[src/rtl/imem_loader.sv]
// imem_loader: boot-time program loader that sits in front of the pipelined CPU.
// Takes a byte stream over a valid/ready handshake and writes 16-bit
// instructions into instruction memory, starting at address 0. It holds the
// CPU disabled while loading. After a good load it enables the CPU and pulses
// cpu_start.
// Frame: N (0 means 256 words), then N words sent high byte first, then an
// optional checksum byte.
// Optional feature macro: IMEM_LOADER_CHECKSUM_EN. When it is defined, a
// trailing XOR checksum over the payload bytes is required and checked. When
// it is undefined, there is no checksum byte and err is tied to 0.
`timescale 1ns/1ps

module imem_loader #(
  parameter int ADDR_W = 8,
  parameter int DATA_W = 16
) (
  input  logic              clk,
  input  logic              rst,
  input  logic              load_req,
  input  logic              byte_valid,
  input  logic [7:0]        byte_data,
  output logic              byte_ready,
  output logic [ADDR_W-1:0] i_addr,
  output logic              i_we,
  output logic [DATA_W-1:0] i_dataout,
  output logic              cpu_enable,
  output logic              cpu_start,
  output logic              busy,
  output logic              done,
  output logic              err
);

  // Word count must hold 256 (header byte 0), so it is one bit wider than a byte.
  localparam int CNT_W = 9;

  localparam logic [2:0] S_IDLE  = 3'd0;
  localparam logic [2:0] S_HDR   = 3'd1;
  localparam logic [2:0] S_HI    = 3'd2;
  localparam logic [2:0] S_LO    = 3'd3;
  localparam logic [2:0] S_WR    = 3'd4;
  localparam logic [2:0] S_START = 3'd5;
`ifdef IMEM_LOADER_CHECKSUM_EN
  localparam logic [2:0] S_CSUM  = 3'd6;
  localparam logic [2:0] S_ERR   = 3'd7;
`endif

  logic [2:0]        state;
  logic [CNT_W-1:0]  cnt;
  logic [ADDR_W-1:0] addr;
  logic [7:0]        hi_reg;
  logic [7:0]        lo_reg;
  logic              accept;
  logic              last_word;
`ifdef IMEM_LOADER_CHECKSUM_EN
  logic [7:0]        csum;
`endif

  // A byte is consumed only in the states that are waiting for stream data.
`ifdef IMEM_LOADER_CHECKSUM_EN
  assign byte_ready = (state == S_HDR) || (state == S_HI) ||
                      (state == S_LO)  || (state == S_CSUM);
`else
  assign byte_ready = (state == S_HDR) || (state == S_HI) || (state == S_LO);
`endif

  assign accept    = byte_valid && byte_ready;
  assign last_word = (cnt == CNT_W'(1));

  // Memory write port and CPU start pulse are decoded straight from the state.
  assign i_we      = (state == S_WR);
  assign i_addr    = addr;
  assign i_dataout = {hi_reg, lo_reg};
  assign cpu_start = (state == S_START);

`ifndef IMEM_LOADER_CHECKSUM_EN
  assign err = 1'b0;
`endif

  // Load sequencer: header, word assembly, write, optional check, CPU start.
  always_ff @(posedge clk or negedge rst) begin
    if (!rst) begin
      state      <= S_IDLE;
      cnt        <= '0;
      addr       <= '0;
      hi_reg     <= '0;
      lo_reg     <= '0;
      busy       <= 1'b0;
      done       <= 1'b0;
      cpu_enable <= 1'b0;
`ifdef IMEM_LOADER_CHECKSUM_EN
      csum       <= '0;
      err        <= 1'b0;
`endif
    end else begin
      case (state)
        S_IDLE: begin
          // A new request halts the CPU and clears the previous load's status.
          if (load_req) begin
            state      <= S_HDR;
            busy       <= 1'b1;
            done       <= 1'b0;
            cpu_enable <= 1'b0;
            addr       <= '0;
`ifdef IMEM_LOADER_CHECKSUM_EN
            err        <= 1'b0;
            csum       <= '0;
`endif
          end
        end

        S_HDR: begin
          if (accept) begin
            cnt   <= (byte_data == 8'd0) ? CNT_W'(256) : CNT_W'(byte_data);
            state <= S_HI;
          end
        end

        S_HI: begin
          if (accept) begin
            hi_reg <= byte_data;
`ifdef IMEM_LOADER_CHECKSUM_EN
            csum   <= csum ^ byte_data;
`endif
            state  <= S_LO;
          end
        end

        S_LO: begin
          if (accept) begin
            lo_reg <= byte_data;
`ifdef IMEM_LOADER_CHECKSUM_EN
            csum   <= csum ^ byte_data;
`endif
            state  <= S_WR;
          end
        end

        S_WR: begin
          // The address wraps naturally, so a 256-word load leaves addr at 0.
          addr <= addr + 1'b1;
          cnt  <= cnt - CNT_W'(1);
          if (last_word) begin
`ifdef IMEM_LOADER_CHECKSUM_EN
            state <= S_CSUM;
`else
            state <= S_START;
`endif
          end else begin
            state <= S_HI;
          end
        end

`ifdef IMEM_LOADER_CHECKSUM_EN
        S_CSUM: begin
          if (accept) begin
            state <= (byte_data == csum) ? S_START : S_ERR;
          end
        end

        S_ERR: begin
          // The CPU is left disabled: it never saw the bad image.
          err   <= 1'b1;
          busy  <= 1'b0;
          state <= S_IDLE;
        end
`endif

        S_START: begin
          cpu_enable <= 1'b1;
          busy       <= 1'b0;
          done       <= 1'b1;
          state      <= S_IDLE;
        end

        default: begin
          state <= S_IDLE;
          busy  <= 1'b0;
        end
      endcase
    end
  end

endmodule

[config.mk]
export PLATFORM = sky130hd
export DESIGN_NAME = imem_loader
export DESIGN_NICKNAME = d
export VERILOG_FILES = /design/src/rtl/imem_loader.sv
export SDC_FILE = /design/constraint.sdc
export NUM_CORES = 1
export LEC_CHECK = 0
export CORE_ASPECT_RATIO = 0.7
export CORE_MARGIN = 2
export CORE_UTILIZATION = 35
export DETAILED_ROUTE_END_ITERATION = 16
export GPL_TIMING_DRIVEN = 0
export HOLD_SLACK_MARGIN = 0.02
export PLACE_DENSITY = 0.7
export SYNTH_ARGS = -nofsm -noshare
export SYNTH_HDL_FRONTEND = slang
export SYNTH_SLANG_ARGS = --single-unit
[constraint.sdc]
create_clock -name clk -period 1.7 [get_ports clk]
set_input_delay 0.34 -clock clk [delete_from_list [all_inputs] [get_ports clk]]
set_output_delay 0.34 -clock clk [all_outputs]
set_load 0.005 [all_outputs]
==> flow_summary.ini <==
[final_layout]
stdcell_count = 309
largest_register_ffs = 9
area_delta_synth_final_pct = 42.3
drive_gt1_share_pct = 27.8
n_antenna_cell = 0
postLayoutCoreUtil_pct = 51.2
n_fill_cell = 478
top_register = cnt
fin_nets = 252

[critical_path]
reg2reg_to = cnt[5]
cp.required_ns = 1.36
r2r_start = cnt[0]
arrival_ns = 1.45
critPathMaxFanout = 6
endpoint_kind = output pin
critPathKind = reg2out
reg2reg_depth = 4
cp-start-kind = register
ff2ff_setup_slack_ns = 0.06

[placed_design]
pre_cts_ws_ns = -0.478
numPlacedInstances = 287
portBuffers = 41
dpl.hpwl_microns = 2900
routabilityCongestion = 0.854

[synthesis]
synth-main-ff-cell = dfrtp_1
yosysSeqAreaShare_pct = 50.8
syn_area_per_cell_sq_um = 10.8
ys_top_cells_by_area = dfrtp_1 51%, mux2_2 9.6%, o21ai_0 5.9%
yosysTopAreaCellShare_pct = 50.8
syn_inst = 174
netlist_area_sq_um = 1870
synth_edf_count = 0
ys_types = 45
ys_ff_latch = 38
synth_commonest_cells = 38 x dfrtp_1, 22 x o21ai_0, 16 x mux2_2
yosysTopAreaCell = dfrtp_1
synth_warnings = 0
syn_nets = 189
async_reset_ff_share_pct = 100
synth.most_common_cell = dfrtp_1

[sta]
hold_violations = 0
fin_ws_ns = -0.0930
fin_crit_sh_pct = 105
setup_viol = 1
max_slew_margin_pct = 41.7
timing.setup.tns_ns = -0.0930
rsz0062_at_grt = true
clock_skew_ns = 0.00492
post-route-min-period_ns = 1.79
max_freq_mhz = 558
whs_ns = 0.166
worst_pin_slew_ns = 0.874
slew_violations = 0

[drt]
via_per_inst = 5.20
drtAntennaViolNets = 0
wl_per_cell_microns = 14.4
drt_iter0_drc = 84
wl_microns = 4460
dr.pass1.iters = 4
vias = 1607
drc = 0

[status]
outcome = finished, violations left
violations = setup timing

[die]
io_pins = 43
num_rows = 22
start_util_pct = 36.0
die_x_microns = 91.4
dieArea_sq_um = 5960
coreArea_sq_um = 5200
die_h_microns = 65.2

[clocking]
cts_buffers = 5
cts_root_buffer = clkbuf_8
cts_sinks = 38
clock_path_buffers = 2
path_clk_slew_ns = 0.07
cts_tree = done
hold_buffers = 0
worstSkewPairLatency_ns = 0.29
cts.htree.levels = 2

[global_route]
grt_overflow = 0
antenna_found_initial = 0
grt_pass1_vias = 1573
grt_max_degree = 39
grt_pass1_wl_microns = 7620
grt_use_total_pct = 16.4

[power]
max-vdd-ir-drop_mv = 0.654
leakagePower_uw = 0.00111
power-per-cell-area_nw_per_um2 = 1530

[worst_hold_path]
hold_path.class = in2async

[flow_run]
drv_cap = 0
## kinds of logic (layout without fill, tap and decap cells)
| group | count (synthesis) | count (layout) | synth area share [%] |
|---|---|---|---|
| xor gates and xnor gates | 2 | 2 | 0.935 |
| other | 1 | 1 | 0.200 |
| muxes | 16 | 16 | 9.62 |
| and+or+nand+nor | 50 | 50 | 14.1 |
| DFF | 38 | 38 | 50.8 |
| buffers and inverters | 14 | 77 | 5.21 |
| AOI/OAI and AO/OA | 50 | 50 | 17.2 |
| adders and majority gates | 3 | 3 | 2.00 |
## worst max-delay path by stage
stage	from	to	slack, ns
2_1_floorplan	cnt[1]	cnt[6]	0.02
3_3_place_gp	rst	hi_reg[5]	-0.68
3_5_place_dp	byte_valid	hi_reg[3]	-0.48
4_1_cts	state[0]	i_we	-0.16
5_1_grt	state[1]	i_we	-0.14
6_report	state[1]	i_we	-0.09
## cell usage in the layout (no fill, tap or decap), types with 3 or more instances in the layout
master	n
o21ai_1	6
dfrtp_1	37
nand2_1	11
clkbuf_8	6
clkdlybuf4s50_1	37
o21ai_0	16
mux2_2	16
nor2_1	10
buf_4	18
buf_6	3
nand3_1	4
a21oi_1	11
nor3_1	3
## per-layer routing
metal  track usage, %  part of all wire [%]
met1             22.7                    46
met2             25.1                    45
met3             4.59                   8.1
met4             4.92                  0.76
met5                0                     0
## where the power goes
| group | switching (uW) | internal (uW) |
|---|---|---|
| clock network | 294 | 282 |
| logic | 770 | 1210 |
| registers | 265 | 1270 |
## per-stage QoR
step,power (uW),area [sq um]
after floorplan,2350,1890
after global placement,3090,2390
after detailed placement,3120,2380
after CTS,3920,2580
after global routing,4400,2670
final,4090,2670
## repair_timing
| item | CTS | global route |
|---|---|---|
| resized for setup | 23 | 14 |
| buffers inserted | 10 | 7 |
| gates cloned | 0 | 0 |
| setup endpoints to repair | 22 | 30 |
| pin swaps | 1 | 2 |
## worst max-delay path, cell delays in order, from the launching register on
cell and delay (ns):
dfrtp_2 0.47, or3b_4 0.45, clkinv_4 0.07, buf_8 0.09
buf_6 0.08
## cell type report
class | instances | area (sq um) | area share, %
plain buffers | 7 | 77.6 | 2.91
clock buffers | 7 | 76.3 | 2.86
inverters | 5 | 23.8 | 0.892
multi-input cells | 122 | 892 | 33.5
flip-flops and latches | 38 | 952 | 35.7
well taps | 72 | 90.1 | 3.38
repair buffers | 58 | 553 | 20.8
Power figures use the tool's default switching activity.
